--- src/rtl/uart_rx_word_packer_if.sv ---
// Byte-in / word-out bundle for uart_rx_word_packer.
// slave: the packer itself. master: whoever feeds bytes and drains words.
interface uart_rx_word_packer_if #(
  parameter int unsigned BYTES_PER_WORD = 4,
  parameter int unsigned DEPTH          = 4
);
  localparam int unsigned W      = 8 * BYTES_PER_WORD;
  localparam int unsigned LevelW = $clog2(DEPTH + 1);
  localparam int unsigned CountW = $clog2(BYTES_PER_WORD + 1);

  // Byte side
  logic              rx_done;
  logic [7:0]        rx_byte;
  logic              flush;
  // Word side
  logic [W-1:0]      word_data;
  logic              word_valid;
  logic              word_ready;
  // Status
  logic [LevelW-1:0] fifo_level;
  logic [CountW-1:0] byte_count;
  logic              overrun;
  logic              timeout;
  logic [7:0]        drop_count;

  modport master (
    output rx_done, rx_byte, flush, word_ready,
    input  word_data, word_valid, fifo_level, byte_count, overrun, timeout, drop_count
  );

  modport slave (
    input  rx_done, rx_byte, flush, word_ready,
    output word_data, word_valid, fifo_level, byte_count, overrun, timeout, drop_count
  );
endinterface

--- src/rtl/uart_rx_word_packer.sv ---
// Packs UART bytes into BYTES_PER_WORD-byte words and queues them in a small
// first-word-fall-through FIFO drained over valid/ready. Stalled partial words
// are dropped after TIMEOUT_CYCLES idle clocks; flush drops them on demand.
module uart_rx_word_packer #(
  parameter int unsigned BYTES_PER_WORD = 4,
  parameter bit          MSB_FIRST      = 1'b0,
  parameter int unsigned TIMEOUT_CYCLES = 50000,
  parameter int unsigned DEPTH          = 4
) (
  input  logic                  clk,
  input  logic                  reset,
  uart_rx_word_packer_if.slave  bus
);

  localparam int unsigned W         = 8 * BYTES_PER_WORD;
  localparam int unsigned CountW    = $clog2(BYTES_PER_WORD + 1);
  localparam int unsigned LevelW    = $clog2(DEPTH + 1);
  localparam int unsigned PtrW      = $clog2(DEPTH);
  localparam bit          TimeoutEn = (TIMEOUT_CYCLES > 0);
  localparam int unsigned TimerW    = TimeoutEn ? $clog2(TIMEOUT_CYCLES + 1) : 1;

  localparam logic [CountW-1:0] LastSlot  = CountW'(BYTES_PER_WORD - 1);
  localparam logic [LevelW-1:0] LevelFull = LevelW'(DEPTH);
  // Expiry is decided in the cycle whose edge would bring the timer to TIMEOUT_CYCLES.
  localparam logic [TimerW-1:0] TimerLast = TimerW'(TimeoutEn ? TIMEOUT_CYCLES - 1 : 0);

  // Accumulator state
  logic [W-1:0]      acc_q, acc_d;
  logic [CountW-1:0] count_q, count_d;
  logic [TimerW-1:0] timer_q, timer_d;
  logic              timeout_q, timeout_d;
  logic [CountW-1:0] slot;
  logic              push_req;

  // FIFO state
  logic [W-1:0]      mem_q [DEPTH];
  logic [PtrW-1:0]   wr_ptr_q, wr_ptr_d;
  logic [PtrW-1:0]   rd_ptr_q, rd_ptr_d;
  logic [LevelW-1:0] level_q, level_d;
  logic              overrun_q, overrun_d;
  logic [7:0]        drop_q, drop_d;
  logic              full;
  logic              pop;
  logic              push;

  // Byte accept, word completion, idle timer and flush handling.
  always_comb begin
    acc_d     = acc_q;
    count_d   = count_q;
    timer_d   = timer_q;
    timeout_d = 1'b0;
    push_req  = 1'b0;
    slot      = MSB_FIRST ? (LastSlot - count_q) : count_q;

    if (bus.flush) begin
      // Flush beats a coincident byte, completion and timeout.
      count_d = '0;
      timer_d = '0;
    end else if (bus.rx_done) begin
      for (int unsigned i = 0; i < BYTES_PER_WORD; i++) begin
        if (slot == CountW'(i)) begin
          acc_d[8*i +: 8] = bus.rx_byte;
        end
      end
      timer_d = '0;
      if (count_q == LastSlot) begin
        push_req = 1'b1;
        count_d  = '0;
      end else begin
        count_d = count_q + 1'b1;
      end
    end else if (count_q == '0) begin
      timer_d = '0;
    end else if (TimeoutEn) begin
      if (timer_q == TimerLast) begin
        count_d   = '0;
        timer_d   = '0;
        timeout_d = 1'b1;
      end else begin
        timer_d = timer_q + 1'b1;
      end
    end
  end

  // FIFO push/pop bookkeeping; a pop in the same cycle frees room for a push when full.
  always_comb begin
    pop       = (level_q != '0) && bus.word_ready;
    full      = (level_q == LevelFull);
    push      = push_req && (!full || pop);
    overrun_d = push_req && full && !pop;
    drop_d    = (overrun_d && (drop_q != 8'hFF)) ? drop_q + 8'd1 : drop_q;
    wr_ptr_d  = push ? wr_ptr_q + 1'b1 : wr_ptr_q;
    rd_ptr_d  = pop ? rd_ptr_q + 1'b1 : rd_ptr_q;
    case ({push, pop})
      2'b10:   level_d = level_q + 1'b1;
      2'b01:   level_d = level_q - 1'b1;
      default: level_d = level_q;
    endcase
  end

  // State registers, cleared immediately by reset.
  always_ff @(posedge clk or negedge reset) begin
    if (!reset) begin
      acc_q     <= '0;
      count_q   <= '0;
      timer_q   <= '0;
      timeout_q <= 1'b0;
      wr_ptr_q  <= '0;
      rd_ptr_q  <= '0;
      level_q   <= '0;
      overrun_q <= 1'b0;
      drop_q    <= '0;
    end else begin
      acc_q     <= acc_d;
      count_q   <= count_d;
      timer_q   <= timer_d;
      timeout_q <= timeout_d;
      wr_ptr_q  <= wr_ptr_d;
      rd_ptr_q  <= rd_ptr_d;
      level_q   <= level_d;
      overrun_q <= overrun_d;
      drop_q    <= drop_d;
    end
  end

  // Word storage; contents are only observed through valid entries, so no reset.
  always_ff @(posedge clk) begin
    if (push) begin
      mem_q[wr_ptr_q] <= acc_d;
    end
  end

  // Outputs; word_data is forced to zero while empty so reset shows all-zero outputs.
  assign bus.word_data  = (level_q != '0) ? mem_q[rd_ptr_q] : '0;
  assign bus.word_valid = (level_q != '0);
  assign bus.fifo_level = level_q;
  assign bus.byte_count = count_q;
  assign bus.overrun    = overrun_q;
  assign bus.timeout    = timeout_q;
  assign bus.drop_count = drop_q;

endmodule

--- src/flat_wrapper.sv ---
// flat-port wrapper written by rule: the top's interface ports become plain ports
module uart_rx_word_packer_flat 
#(
  parameter int unsigned BYTES_PER_WORD = 4,
  parameter bit          MSB_FIRST      = 1'b0,
  parameter int unsigned TIMEOUT_CYCLES = 50000,
  parameter int unsigned DEPTH          = 4
)
  (clk, reset, bus_rx_done, bus_rx_byte, bus_flush, bus_word_ready, bus_word_data, bus_word_valid, bus_fifo_level, bus_byte_count, bus_overrun, bus_timeout, bus_drop_count);
  uart_rx_word_packer_if #(.BYTES_PER_WORD(BYTES_PER_WORD), .DEPTH(DEPTH)) bus_i ();
  input  logic clk;
  input  logic reset;
  input wire logic [$bits(bus_i.rx_done)-1:0] bus_rx_done;
  input wire logic [$bits(bus_i.rx_byte)-1:0] bus_rx_byte;
  input wire logic [$bits(bus_i.flush)-1:0] bus_flush;
  input wire logic [$bits(bus_i.word_ready)-1:0] bus_word_ready;
  output wire logic [$bits(bus_i.word_data)-1:0] bus_word_data;
  output wire logic [$bits(bus_i.word_valid)-1:0] bus_word_valid;
  output wire logic [$bits(bus_i.fifo_level)-1:0] bus_fifo_level;
  output wire logic [$bits(bus_i.byte_count)-1:0] bus_byte_count;
  output wire logic [$bits(bus_i.overrun)-1:0] bus_overrun;
  output wire logic [$bits(bus_i.timeout)-1:0] bus_timeout;
  output wire logic [$bits(bus_i.drop_count)-1:0] bus_drop_count;
  assign bus_i.rx_done = bus_rx_done;
  assign bus_i.rx_byte = bus_rx_byte;
  assign bus_i.flush = bus_flush;
  assign bus_i.word_ready = bus_word_ready;
  assign bus_word_data = bus_i.word_data;
  assign bus_word_valid = bus_i.word_valid;
  assign bus_fifo_level = bus_i.fifo_level;
  assign bus_byte_count = bus_i.byte_count;
  assign bus_overrun = bus_i.overrun;
  assign bus_timeout = bus_i.timeout;
  assign bus_drop_count = bus_i.drop_count;
  uart_rx_word_packer #(.BYTES_PER_WORD(BYTES_PER_WORD), .MSB_FIRST(MSB_FIRST), .TIMEOUT_CYCLES(TIMEOUT_CYCLES), .DEPTH(DEPTH)) u_core (.clk(clk), .reset(reset), .bus(bus_i));
endmodule
--- config.mk ---
export PLATFORM = sky130hd
export DESIGN_NAME = uart_rx_word_packer_flat
export DESIGN_NICKNAME = d
export VERILOG_FILES = /design/src/rtl/uart_rx_word_packer_if.sv /design/src/rtl/uart_rx_word_packer.sv /design/src/flat_wrapper.sv
export SDC_FILE = /design/constraint.sdc
export NUM_CORES = 1
export LEC_CHECK = 0
export ABC_CLOCK_PERIOD_IN_PS = 2800
export CORE_MARGIN = 4
export CORE_UTILIZATION = 58
export CTS_CLUSTER_DIAMETER = 50
export CTS_CLUSTER_SIZE = 16
export DETAILED_ROUTE_END_ITERATION = 10
export GPL_ROUTABILITY_DRIVEN = 1
export MAX_ROUTING_LAYER = met4
export PLACE_DENSITY_LB_ADDON = 0.15
export SETUP_SLACK_MARGIN = 0.1
export SYNTH_ARGS = -nofsm -noshare
export SYNTH_HDL_FRONTEND = slang
export SYNTH_SLANG_ARGS = --single-unit
--- constraint.sdc ---
create_clock -name clk -period 2.8 [get_ports clk]
set_clock_uncertainty 0.05 [all_clocks]
set_input_delay 0.28 -clock clk [delete_from_list [all_inputs] [get_ports clk]]
set_output_delay 0.28 -clock clk [all_outputs]
set_load 0.03 [all_outputs]
# ---- Yosys cells after proc, flatten, opt, wreduce, memory -nomap -nowiden
# Memory sizes are Yosys's and may differ from the RTL's.
# Index checks and enable logic that the tools add are counted.
dict set report totals {
  regBits 68
  latchBits 0
  ramBits 128
  rom_bits 0
  output_inout_bits 49
  word_cells 65
  memories 1
}
# memory words word_bits rd rd_clocked_by_memory_dff write_ports line
set memory_table {}
lappend memory_table {u_core.mem_q 4 32 1 0 1 uart_rx_word_packer.sv:36} ;# logic [W-1:0] mem_q [DEPTH];
dict set report op_classes {
  addsub 7
  n_mul 0
  div 0
  order_cmp 0
  n_eq_ne 9
  shifts 0
  mux 26
  bitwise 0
  n_reduce_logical 13
}
# cell n
set ops {}
lappend ops {{32-bit 2-to-1 mux} 3}
lappend ops {{16-bit 2-to-1 mux} 4}
lappend ops {{8-bit 2-to-1 mux} 4}
lappend ops {{16-bit by 1-bit adder with 16-bit output, second input constant} 1}
lappend ops {{16-bit == test, second input constant} 1}
lappend ops {{3-bit 2-to-1 mux} 5}
lappend ops {{1-bit 2-to-1 mux} 9}
lappend ops {{8-bit by 1-bit adder with 8-bit output, second input constant} 1}
lappend ops {{8-bit != test, second input constant} 1}
lappend ops {{3-bit by 1-bit adder with 3-bit output, second input constant} 2}
lappend ops {{3-bit by 2-bit == test with 1-bit output, second input constant} 2}
lappend ops {{3-bit case mux with 2 select lines} 1}
lappend ops {{3-bit nonzero test} 2}
lappend ops {{1-bit logical AND} 5}
lappend ops {{2-bit by 1-bit adder with 2-bit output, second input constant} 2}
lappend ops {{3-bit by 1-bit == test with 1-bit output, second input constant} 1}
lappend ops {{3-bit == test, second input constant} 1}
lappend ops {{3-bit zero test} 1}
lappend ops {{3-bit != test, second input constant} 1}
lappend ops {{3-bit by 1-bit subtractor with 3-bit output, second input constant} 1}
lappend ops {{2-bit by 1-bit == test with 1-bit output, second input constant} 1}
lappend ops {{2-bit == test, second input constant} 1}
lappend ops {{1-bit zero test} 2}
lappend ops {{2-bit AND reduction} 1}
lappend ops {{other kinds (2)} 2}

# ---- Depth between registers and ports, before layout
# Gate-level depths: netlist (run 1).
dict set report logic_depth {
  depth_word 7
  mapped_depth 9
}

# ---- Worst setup path after synthesis (run 1)
# OpenSTA, ideal clock, no wires.
dict set report synth_path {
  kind {flip-flop to flip-flop}
  startpoint {register u_core.count_q[1], in the netlist u_core.bus.byte_count[1]}
  endpoint {register u_core.level_q[2], in the netlist u_core.bus.fifo_level[2]}
  setup_time_ns 0.088
  t_arrival_ns 2.543
  t_required_ns 2.662
  slack_ns 0.119
  path_stages_with_launch 9
  period_less_slack_ns 2.681
  path_cell_list {dfrtp_1 > ha_1 > nor4bb_1 > buf_2 > buf_1 > nor2_1 > fa_1 > o32a_1 > o211ai_1}
}
dict set report synth_via {
  elab_chain_len 7
  word_cells_on_any_way 9
  cone_classes {eq/ne (3); mux (4); reduce/logical (2)}
}
# item line
set synth_lines {}
lappend synth_lines {{start, declared} uart_rx_word_packer.sv:29} ;# logic [CountW-1:0] count_q, count_d;
lappend synth_lines {{start signal, assigned} uart_rx_word_packer.sv:115} ;# count_q <= count_d;
lappend synth_lines {{3-bit by 2-bit == test with 1-bit output *} uart_rx_word_packer.sv:66} ;# if (count_q == LastSlot) begin
lappend synth_lines {{1-bit 2-to-1 mux *} uart_rx_word_packer.sv:66}
lappend synth_lines {{1-bit 2-to-1 mux *} uart_rx_word_packer.sv:59} ;# end else if (bus.rx_done) begin
lappend synth_lines {{1-bit 2-to-1 mux *} uart_rx_word_packer.sv:55} ;# if (bus.flush) begin
lappend synth_lines {{1-bit logical AND *} uart_rx_word_packer.sv:89} ;# push = push_req && (!full || pop);
lappend synth_lines {{2-bit by 1-bit == test with 1-bit output / 2-bit == test (equally long branches)} uart_rx_word_packer.sv:94} ;# case ({push, pop})
lappend synth_lines {{3-bit case mux with 2 select lines / 2-bit nonzero test (equally long branches)} n/a}
lappend synth_lines {{end signal, assigned} uart_rx_word_packer.sv:120} ;# level_q <= level_d;
lappend synth_lines {{end, declared} uart_rx_word_packer.sv:39} ;# logic [LevelW-1:0] level_q, level_d;
# Mark *: on every way between the ends. The rest lies on a longest branch, timed or not.
# A chain may end at the register's enable or synchronous reset.

# ---- Worst setup path in the final report (run 1)
dict set report layout_path {
  startpoint {register u_core.rd_ptr_q[0]}
  endpoint {output bus_word_data[9]}
}
dict set report layout_via {
  elab_chain_len 2
}
# item line
set layout_lines {}
lappend layout_lines {{start, declared} uart_rx_word_packer.sv:38} ;# logic [PtrW-1:0] rd_ptr_q, rd_ptr_d;
lappend layout_lines {{start signal, assigned} uart_rx_word_packer.sv:119} ;# rd_ptr_q <= rd_ptr_d;
lappend layout_lines {{memory 4 x 32 bit} n/a}
lappend layout_lines {{32-bit 2-to-1 mux} uart_rx_word_packer.sv:134} ;# assign bus.word_data = (level_q != '0) ? mem_q[rd_ptr_q] : '0;
lappend layout_lines {{end, declared} flat_wrapper.sv:17} ;# output wire logic [$bits(bus_i.word_data)-1:0] bus_word_data;
# No other way between the ends.

==> results of run 1 <==
[metrics by stage]
step	hold WS, ns	total power, uW	setup WS, ns	util	instances
finish	0.334	8520	0.189	0.716	734
global route	0.371	8910	0.114	0.716	734
CTS	0.333	8630	0.104	0.714	734
detailed placement	0.258	6330	0.394	0.670	701
global placement	0.251	6260	0.425	0.670	701
floorplan	-0.0656	5290	0.119	-	462
[power by group through the flow]
| stage | logic (uW) | registers (uW) | clock network (uW) |
|---|---|---|---|
| after floorplan | 1770 | 3510 | 0 |
| after detailed placement | 2830 | 3500 | 0 |
| after global placement | 2770 | 3490 | 0 |
| final | 2700 | 3440 | 2370 |
| after CTS | 2770 | 3440 | 2410 |
| after global routing | 2900 | 3460 | 2550 |
[registers in the layout, summed over array words and instances (netlist names), 2 cells and up]
register,cells
u_core.acc_q,32
u_core.bus.byte_count,3
u_core.bus.drop_count,8
u_core.bus.fifo_level,3
u_core.mem_q,128
u_core.rd_ptr_q,2
u_core.timer_q,16
u_core.wr_ptr_q,2
[cell type report]
cell class / instances / area share
timing repair buffer: 83 / 0.0901
tap: 176 / 0.0231
clock inverter: 13 / 0.0141
multi-input combinational: 240 / 0.240
clock buffer: 19 / 0.0476
sequential: 196 / 0.582
inverter: 7 / 0.00276
[routing by layer]
| metal | GRT usage | vias up |
|---|---|---|
| met1 | 0.257 | 2121 |
| li1 | - | 1911 |
| met3 | 0.0437 | 24 |
| met2 | 0.327 | 113 |
| met5 | - | - |
| met4 | 0.0746 | 0 |
[cells by family (layout without fill, tap and decap cells)]
kind of cell	count (synthesis)	in the layout
and+or+nand+nor	122	122
DFF	196	196
muxes	65	65
adders and majority gates	11	11
xor gates and xnor gates	25	25
buffers and inverters	26	122
AOI/OAI and AO/OA	17	17
[cells in the final DEF (no fill, tap or decap), types with 3 or more instances in the layout]
master                            Yosys  layout
sky130_fd_sc_hd__nand3_1             12      12
sky130_fd_sc_hd__nor3_1               7       7
sky130_fd_sc_hd__xor2_1               4       4
sky130_fd_sc_hd__mux4_2              32      32
sky130_fd_sc_hd__clkdlybuf4s50_1      0      35
sky130_fd_sc_hd__buf_12               0       6
sky130_fd_sc_hd__dlygate4sd2_1        0      14
sky130_fd_sc_hd__nor2_1              22      22
sky130_fd_sc_hd__o21ai_0              6       6
sky130_fd_sc_hd__dfrtp_1             68      67
sky130_fd_sc_hd__xnor2_1             21      21
sky130_fd_sc_hd__edfxtp_1           128     128
sky130_fd_sc_hd__a21oi_1              3       3
sky130_fd_sc_hd__ha_1                10      10
sky130_fd_sc_hd__nor4_1               3       3
sky130_fd_sc_hd__nand4_1              9       9
sky130_fd_sc_hd__clkbuf_16            0      17
sky130_fd_sc_hd__inv_6                0       6
sky130_fd_sc_hd__dlymetal6s2s_1       0      11
sky130_fd_sc_hd__mux2_2              33      33
sky130_fd_sc_hd__nand2_1             11      11
sky130_fd_sc_hd__buf_4                0      15
sky130_fd_sc_hd__inv_1                7       7
sky130_fd_sc_hd__and2_1              37      37
[critical path, cell delays in order (launching register included)]
cell	delay, ns
sky130_fd_sc_hd__dfrtp_2	0.41
sky130_fd_sc_hd__buf_12	0.17
sky130_fd_sc_hd__mux4_2	0.51
sky130_fd_sc_hd__and2_1	0.19
sky130_fd_sc_hd__clkdlybuf4s50_1	0.59
[final timing paths]
kind / startpoint / to / slack (ns) / cells past startpoint
max: u_core.rd_ptr_q[0]$_DFFE_PN0N_ / bus_word_data[9] / 0.19 / 4
min: reset / u_core.timer_q[3]$_DFF_PN0_ / 0.33 / 2
min in group clk: u_core.timer_q[0]$_DFF_PN0_ / u_core.timer_q[0]$_DFF_PN0_ / 0.46 / 1
max reg2reg: u_core.bus.byte_count[0]$_DFFE_PN0P_ / u_core.mem_q[3][14]$_DFFE_PP_ / 0.54 / 5
max in group asynchronous: reset / u_core.rd_ptr_q[0]$_DFFE_PN0N_ / 1.58 / 3
min reg2reg: u_core.timer_q[0]$_DFF_PN0_ / u_core.timer_q[0]$_DFF_PN0_ / 0.46 / 1
[what timing repair did]
item	CTS	global route
pin swaps	0	0
resized for setup	15	11
setup endpoints to repair	23	11
hold buffers	1	0
endpoints found under the hold margin	24	0
==> impl_table.tex, run 1 <==
\begin{tabular}{lr}
\hline
Metric & Value \\
\hline
\multicolumn{2}{l}{\textbf{Drt}} \\
\quad Via count & 4,169 \\
\quad DRC violation count after routing & 0 \\
\quad DRT met1 WL & 6.30 mm \\
\quad Remaining number of nets flagged by the antenna check after routing & 0 \\
\quad Top sig layer & met4 \\
\quad Wire per inst & 19.8 um \\
\quad Vias per cell & 5.68 \\
\quad Starting DRC count in detailed routing & 300 \\
\quad First-pass iteration count of the detailed router & 5 \\
\quad Length of routed met2 wiring & 7.32 mm \\
\quad Total length of routed met3 wires & 616 um \\
\quad Final WL & 14.5 mm \\
\multicolumn{2}{l}{\textbf{Synth}} \\
\quad Number of synthesized flops with an enable pin & 128 \\
\quad Leading area contributor after synthesis & sky130\_fd\_sc\_hd\_\_edfxtp\_1 \\
\quad Net count of the mapped netlist & 486 \\
\quad Post-synthesis average cell area & 17.2 um\^{}2 \\
\quad Post-synthesis adder-cell area fraction & 0.0183 \\
\quad Top post-synthesis cells by count & 128 x sky130\_fd\_sc\_hd\_\_edfxtp\_1, 68 x sky130\_fd\_sc\_hd\_\_dfrtp\_1, 37 x sky130\_fd\_sc\_hd\_\_and2\_1 \\
\quad Post-synth top area share & 0.485 \\
\quad Leading post-synthesis cells by cell area & sky130\_fd\_sc\_hd\_\_edfxtp\_1 49\%, sky130\_fd\_sc\_hd\_\_dfrtp\_1 21\%, sky130\_fd\_sc\_hd\_\_mux4\_2 9.1\%, sky130\_fd\_sc\_hd\_\_mux2\_2 4.7\%, sky130\_fd\_sc\_hd\_\_and2\_1 2.9\% \\
\quad FF+latch count, synth & 196 \\
\quad Post-synth design cell area & 7920 um\^{}2 \\
\quad Main combinational cell family by area after synthesis & multiplexers \\
\quad Syn Inst Count & roughly 460 \\
\quad Proportion of synthesized area in mux cells & 0.138 \\
\quad Area fraction in compound gates after synthesis & 0.0141 \\
\quad Fraction of registers with async set or reset after synthesis & 0.347 \\
\quad Count of yosys warnings during synthesis & 0 \\
\quad Fraction of synthesized cell area in xor and xnor cells & 0.0276 \\
\quad Most common cell in the netlist & sky130\_fd\_sc\_hd\_\_edfxtp\_1 \\
\quad Portion of the post-synthesis area used by sequential elements & 0.700 \\
\quad Simple-gate share of the synthesized area & 0.0881 \\
\quad Number of different library cells in the post-synthesis netlist & 44 \\
\quad Most frequently used flop master after synthesis & sky130\_fd\_sc\_hd\_\_edfxtp\_1 \\
\multicolumn{2}{l}{\textbf{Final layout}} \\
\quad Fraction of layout instances using a drive strength above 1 & 0.231 \\
\quad Antenna Diode Count & 0 \\
\quad Storage cell area & between 5000 and 6000 um\^{}2 \\
\quad Area growth, synth to finish & 20.2\% \\
\quad Layout fillers & 851 \\
\quad Post-route cell area & $\sim$9500 um\^{}2 \\
\quad Final-stage net count & 569 \\
\quad Multi-input gate area & 2290 um\^{}2 \\
\multicolumn{2}{l}{\textbf{Floorplan}} \\
\quad Die Span Y & 125 um \\
\quad Cell Rows & 42 \\
\quad Starting utilization of the core area & 0.596 \\
\quad Die width & 125 um \\
\quad Area of the core & 13,300 um\^{}2 \\
\quad Top-Level Pins & 62 \\
\quad Floorplan die area & 15,600 um\^{}2 \\
\multicolumn{2}{l}{\textbf{Placement}} \\
\quad GP Congestion & about 0.85 \\
\quad Number of buffers inserted by port buffering & 61 \\
\quad Placed cell areas & 8910 um\^{}2 \\
\quad Detailed placer's ending HPWL & 9.29 mm \\
\multicolumn{2}{l}{\textbf{Power and ir drop}} \\
\quad Logic pwr share & 0.317 \\
\quad Sequential group share of total power & 0.404 \\
\quad Total power divided by cell area & $\sim$900 nW/um\^{}2 \\
\quad Sw Ratio & 0.312 \\
\quad Worst vdd rail ir drop & between 0.0004 and 0.0005 V \\
\quad Internal power consumption & a little under 6000 uW \\
\quad Leakage power total & 0.00367 uW \\
\quad Net switching power & 2660 uW \\
\quad Part of the power in the clock network & 0.279 \\
\multicolumn{2}{l}{\textbf{STA}} \\
\quad Setup violators final & 0 \\
\quad Achievable frequency & 0.383 GHz \\
\quad Period Utilization, post-route & 0.933 \\
\quad Slew margin rel. & 0.552 \\
\quad Final sum of negative setup slack & 0 ns \\
\quad Tmin final & 2.61 ns \\
\quad Setup repair after global routing missed its margin & no \\
\quad Slew at the pin with the worst max-slew slack & $\sim$0.67 ns \\
\quad Hold violation total from the final report & 0 \\
\quad Max Transition Viols Final & 0 \\
\multicolumn{2}{l}{\textbf{Critical path}} \\
\quad Endpoint required time on the critical path & 2.47 ns \\
\quad Arrival time worst endpoint & 2.28 ns \\
\quad Nature of the critical path endpoint & primary output \\
\quad Type of origin of the critical path & register \\
\quad Class of the most critical setup path & register to primary output \\
\quad Crit Path Max Fanout & 12 \\
\multicolumn{2}{l}{\textbf{Clocking}} \\
\quad Count of buffers added by post-CTS timing repair for setup & 0 \\
\quad Num Clock Sinks & 196 \\
\quad Master cell of the clock root buffer & sky130\_fd\_sc\_hd\_\_clkbuf\_16 \\
\quad Number of buffers between clock root and the deepest sink & 2 \\
\quad CTS Buf Count & 17 \\
\quad Clock latency on the worst-skew pair & approximately 0.43 ns \\
\quad Clock transition at the registers of the reported paths & 0.07 ns \\
\quad Clock tree from TritonCTS & built \\
\quad Depth of the CTS H-tree & 4 \\
\multicolumn{2}{l}{\textbf{Global routing}} \\
\quad Total GRT Usage & 0.203 \\
\quad Vias in the first global route & roughly 4,500 \\
\quad GRT Residual Overflow & 0 \\
\quad Pin count of the biggest net entering global routing & 33 \\
\quad Wire length of the first global-routing pass & 23.6 mm \\
\quad Antenna violations before repair & 0 \\
\multicolumn{2}{l}{\textbf{Run}} \\
\quad Max\_cap viols & 0 \\
\multicolumn{2}{l}{\textbf{Min path}} \\
\quad Class of the tightest hold or removal check & primary input to asynchronous set/reset pin \\
\multicolumn{2}{l}{\textbf{Outcome}} \\
\quad Outcome & complete, no violations \\
\hline
\end{tabular}
No activity file was read; power rests on OpenSTA's default activity.
==> run 2, diff against run 1 <==
--- a/config.mk
+++ b/config.mk
@@ -18,3 +18,4 @@
 export SYNTH_ARGS = -nofsm -noshare
 export SYNTH_HDL_FRONTEND = slang
 export SYNTH_SLANG_ARGS = --single-unit
+export TNS_END_PERCENT = 30
==> run 2 against run 1 <==
Clock-buffer cell count unchanged. Worst setup slack got worse by 0.069 ns. Non-clock buffer count stayed put. Routed wire length up 0.14%. Worst hold slack improved by 0.0080 ns. Flip-flop and latch count is the same. Power increased by 0.74%. Sequential power barely moved. Register-to-register slack barely moved. Via count grew 0.24%. Maximum frequency shrank 2.6%. Die area unchanged. Critical endpoint is now bus_word_data[19]. Largest cell class unchanged.
==> impl_table.tex, run 2 (synthesis gave the netlist of run 1 again) <==
\begin{tabular}{lr}
\hline
Metric & Value \\
\hline
\multicolumn{2}{l}{\textbf{Outcome}} \\
\quad Outcome & complete, no violations \\
\multicolumn{2}{l}{\textbf{Floorplan}} \\
\quad Cell Rows & 42 \\
\quad Top-Level Pins & 62 \\
\quad Die width & 125 um \\
\quad Floorplan die area & 15,600 um\^{}2 \\
\quad Die Span Y & approximately 120 um \\
\quad Starting utilization of the core area & 0.596 \\
\quad Area of the core & 13,300 um\^{}2 \\
\multicolumn{2}{l}{\textbf{Placement}} \\
\quad Number of buffers inserted by port buffering & 61 \\
\quad Detailed placer's ending HPWL & slightly above 9 mm \\
\quad Placed cell areas & 8910 um\^{}2 \\
\quad GP Congestion & 0.853 \\
\quad Instance count after placement with tap cells included & 701 \\
\multicolumn{2}{l}{\textbf{Clocking}} \\
\quad Master cell of the clock root buffer & sky130\_fd\_sc\_hd\_\_clkbuf\_16 \\
\quad Clock tree from TritonCTS & built \\
\quad Depth of the CTS H-tree & 4 \\
\quad Num Clock Sinks & 196 \\
\quad Number of buffers between clock root and the deepest sink & 2 \\
\quad Clock transition at the registers of the reported paths & roughly 0.070 ns \\
\quad Clock latency on the worst-skew pair & 0.43 ns \\
\quad CTS Buf Count & 17 \\
\multicolumn{2}{l}{\textbf{Critical path}} \\
\quad Endpoint required time on the critical path & $\sim$2.5 ns \\
\quad R2R Path Start & u\_core.bus.fifo\_level[2]\$\_DFFE\_PN0P\_ \\
\quad Crit Path Max Fanout & 22 \\
\quad Nature of the critical path endpoint & primary output \\
\quad Class of the most critical setup path & register to primary output \\
\quad Arrival time worst endpoint & 2.35 ns \\
\quad Source of the critical timing path & u\_core.rd\_ptr\_q[0]\$\_DFFE\_PN0N\_ \\
\quad Type of origin of the critical path & register \\
\multicolumn{2}{l}{\textbf{Drt}} \\
\quad Length of routed met2 wiring & between 7 and 8 mm \\
\quad Vias per cell & 5.69 \\
\quad Via count & around 4,200 \\
\quad Wire per inst & about 20 um \\
\quad DRT met1 WL & approximately 6.3 mm \\
\quad Top sig layer & met4 \\
\quad Total length of routed met3 wires & roughly 570 um \\
\quad Remaining number of nets flagged by the antenna check after routing & 0 \\
\quad First-pass iteration count of the detailed router & 4 \\
\quad DRC violation count after routing & 0 \\
\quad Starting DRC count in detailed routing & 322 \\
\quad Final WL & 14.6 mm \\
\multicolumn{2}{l}{\textbf{Final layout}} \\
\quad Register ranked first by flip-flop count & u\_core.mem\_q \\
\quad Most frequent cells in the layout & 128 x sky130\_fd\_sc\_hd\_\_edfxtp\_1, 67 x sky130\_fd\_sc\_hd\_\_dfrtp\_1, 49 x sky130\_fd\_sc\_hd\_\_clkdlybuf4s50\_1 \\
\quad Top Registers & u\_core.mem\_q: 128 flops, u\_core.acc\_q: 32 flops, u\_core.timer\_q: 16 flops \\
\quad Fraction of layout instances using a drive strength above 1 & 0.231 \\
\quad Max FFs per register & 128 \\
\quad Antenna Diode Count & 0 \\
\quad Most frequent standard cell in the layout excluding fill and tap cells & sky130\_fd\_sc\_hd\_\_edfxtp\_1 \\
\quad Post-layout instance count excluding filler cells & 734 \\
\quad Storage cell area & between 5000 and 6000 um\^{}2 \\
\quad Layout fillers & 853 \\
\quad Multi-input gate area & 2290 um\^{}2 \\
\quad Post-route cell area & roughly 9500 um\^{}2 \\
\quad Area growth, synth to finish & 20.2\% \\
\quad Final-stage net count & around 570 \\
\multicolumn{2}{l}{\textbf{STA}} \\
\quad Max Transition Viols Final & 0 \\
\quad Tmin final & 2.68 ns \\
\quad Minimum hold slack & 0.342 ns \\
\quad Achievable frequency & about 0.37 GHz \\
\quad Slew margin rel. & 0.558 \\
\quad Period Utilization, post-route & 0.957 \\
\quad Setup violators final & 0 \\
\quad Slew at the pin with the worst max-slew slack & 0.658 ns \\
\quad Hold violation total from the final report & 0 \\
\quad Setup repair after global routing missed its margin & yes \\
\quad Final sum of negative setup slack & 0 ns \\
\multicolumn{2}{l}{\textbf{Power and ir drop}} \\
\quad Internal power consumption & 5920 uW \\
\quad Worst vdd rail ir drop & roughly 0.00042 V \\
\quad Logic pwr share & 0.323 \\
\quad Total power divided by cell area & between 900 and 1000 nW/um\^{}2 \\
\quad Sequential group share of total power & 0.401 \\
\quad Sw Ratio & 0.310 \\
\quad Net switching power & 2660 uW \\
\quad Leakage power total & approximately 0.0035 uW \\
\quad Part of the power in the clock network & 0.276 \\
\multicolumn{2}{l}{\textbf{Run}} \\
\quad Max\_cap viols & 0 \\
\multicolumn{2}{l}{\textbf{Global routing}} \\
\quad Pin count of the biggest net entering global routing & 33 \\
\quad Antenna violations before repair & 0 \\
\quad GRT Residual Overflow & 0 \\
\quad Total GRT Usage & 0.203 \\
\quad Wire length of the first global-routing pass & around 24 mm \\
\quad Vias in the first global route & 4,514 \\
\multicolumn{2}{l}{\textbf{Min path}} \\
\quad Class of the tightest hold or removal check & primary input to asynchronous set/reset pin \\
\hline
\end{tabular}
==> run 2: power groups by stage <==
stage / clock [uW] / sequential, uW / combinational [uW]
4_1_cts: 2410 / 3440 / 2820
2_1_floorplan: 0 / 3510 / 1770
6_report: 2370 / 3440 / 2770
3_5_place_dp: 0 / 3500 / 2830
3_3_place_gp: 0 / 3490 / 2770
5_1_grt: 2550 / 3460 / 2960
==> run 2: timing repair <==
action                                 in CTS  in global routing
gates resized for setup                     6                  6
hold buffers                                1                  0
setup endpoints to repair                  23                 20
endpoints found under the hold margin      24                  0
setup buffers                               0                  0
==> run 2: worst paths after layout <==
check | end | slack [ns] | cells past startpoint
hold reg to reg | u_core.timer_q[0]$_DFF_PN0_ | 0.46 | 1
max in group asynchronous | u_core.rd_ptr_q[0]$_DFFE_PN0N_ | 1.56 | 3
setup / recovery | bus_word_data[19] | 0.12 | 4
hold / removal | u_core.timer_q[3]$_DFF_PN0_ | 0.34 | 2
setup reg to reg | u_core.bus.fifo_level[2]$_DFFE_PN0P_ | 0.55 | 6
min in group clk | u_core.timer_q[0]$_DFF_PN0_ | 0.46 | 1
==> run 2: metrics by stage <==
| step | util | power, uW | setup WS (ns) |
|---|---|---|---|
| after floorplan | - | 5290 | 0.119 |
| after global placement | 0.670 | 6260 | 0.425 |
| after detailed placement | 0.670 | 6330 | 0.394 |
| after CTS | 0.715 | 8680 | 0.0575 |
| after global routing | 0.716 | 8970 | 0.0388 |
| final | 0.716 | 8580 | 0.120 |
==> run 2: cell type report <==
cell class | instances | area share
clock buffer | 19 | 0.0476
clock inverter | 13 | 0.0141
inverter | 7 | 0.00276
multi-input combinational | 240 | 0.240
sequential | 196 | 0.582
tap | 176 | 0.0231
timing repair buffer | 83 | 0.0900
==> run 2: critical path, cell delays in order, from the launching register on <==
cell and delay (ns):
sky130_fd_sc_hd__dfrtp_2 0.41, sky130_fd_sc_hd__buf_12 0.22, sky130_fd_sc_hd__mux4_2 0.53, sky130_fd_sc_hd__and2_1 0.17
sky130_fd_sc_hd__clkdlybuf4s50_1 0.58
==> run 2: routing by layer <==
layer  vias up  global-route usage
met5         -                   -
met3        22              0.0437
met2       101               0.327
li1       1911                   -
met4         0              0.0746
met1      2145               0.257
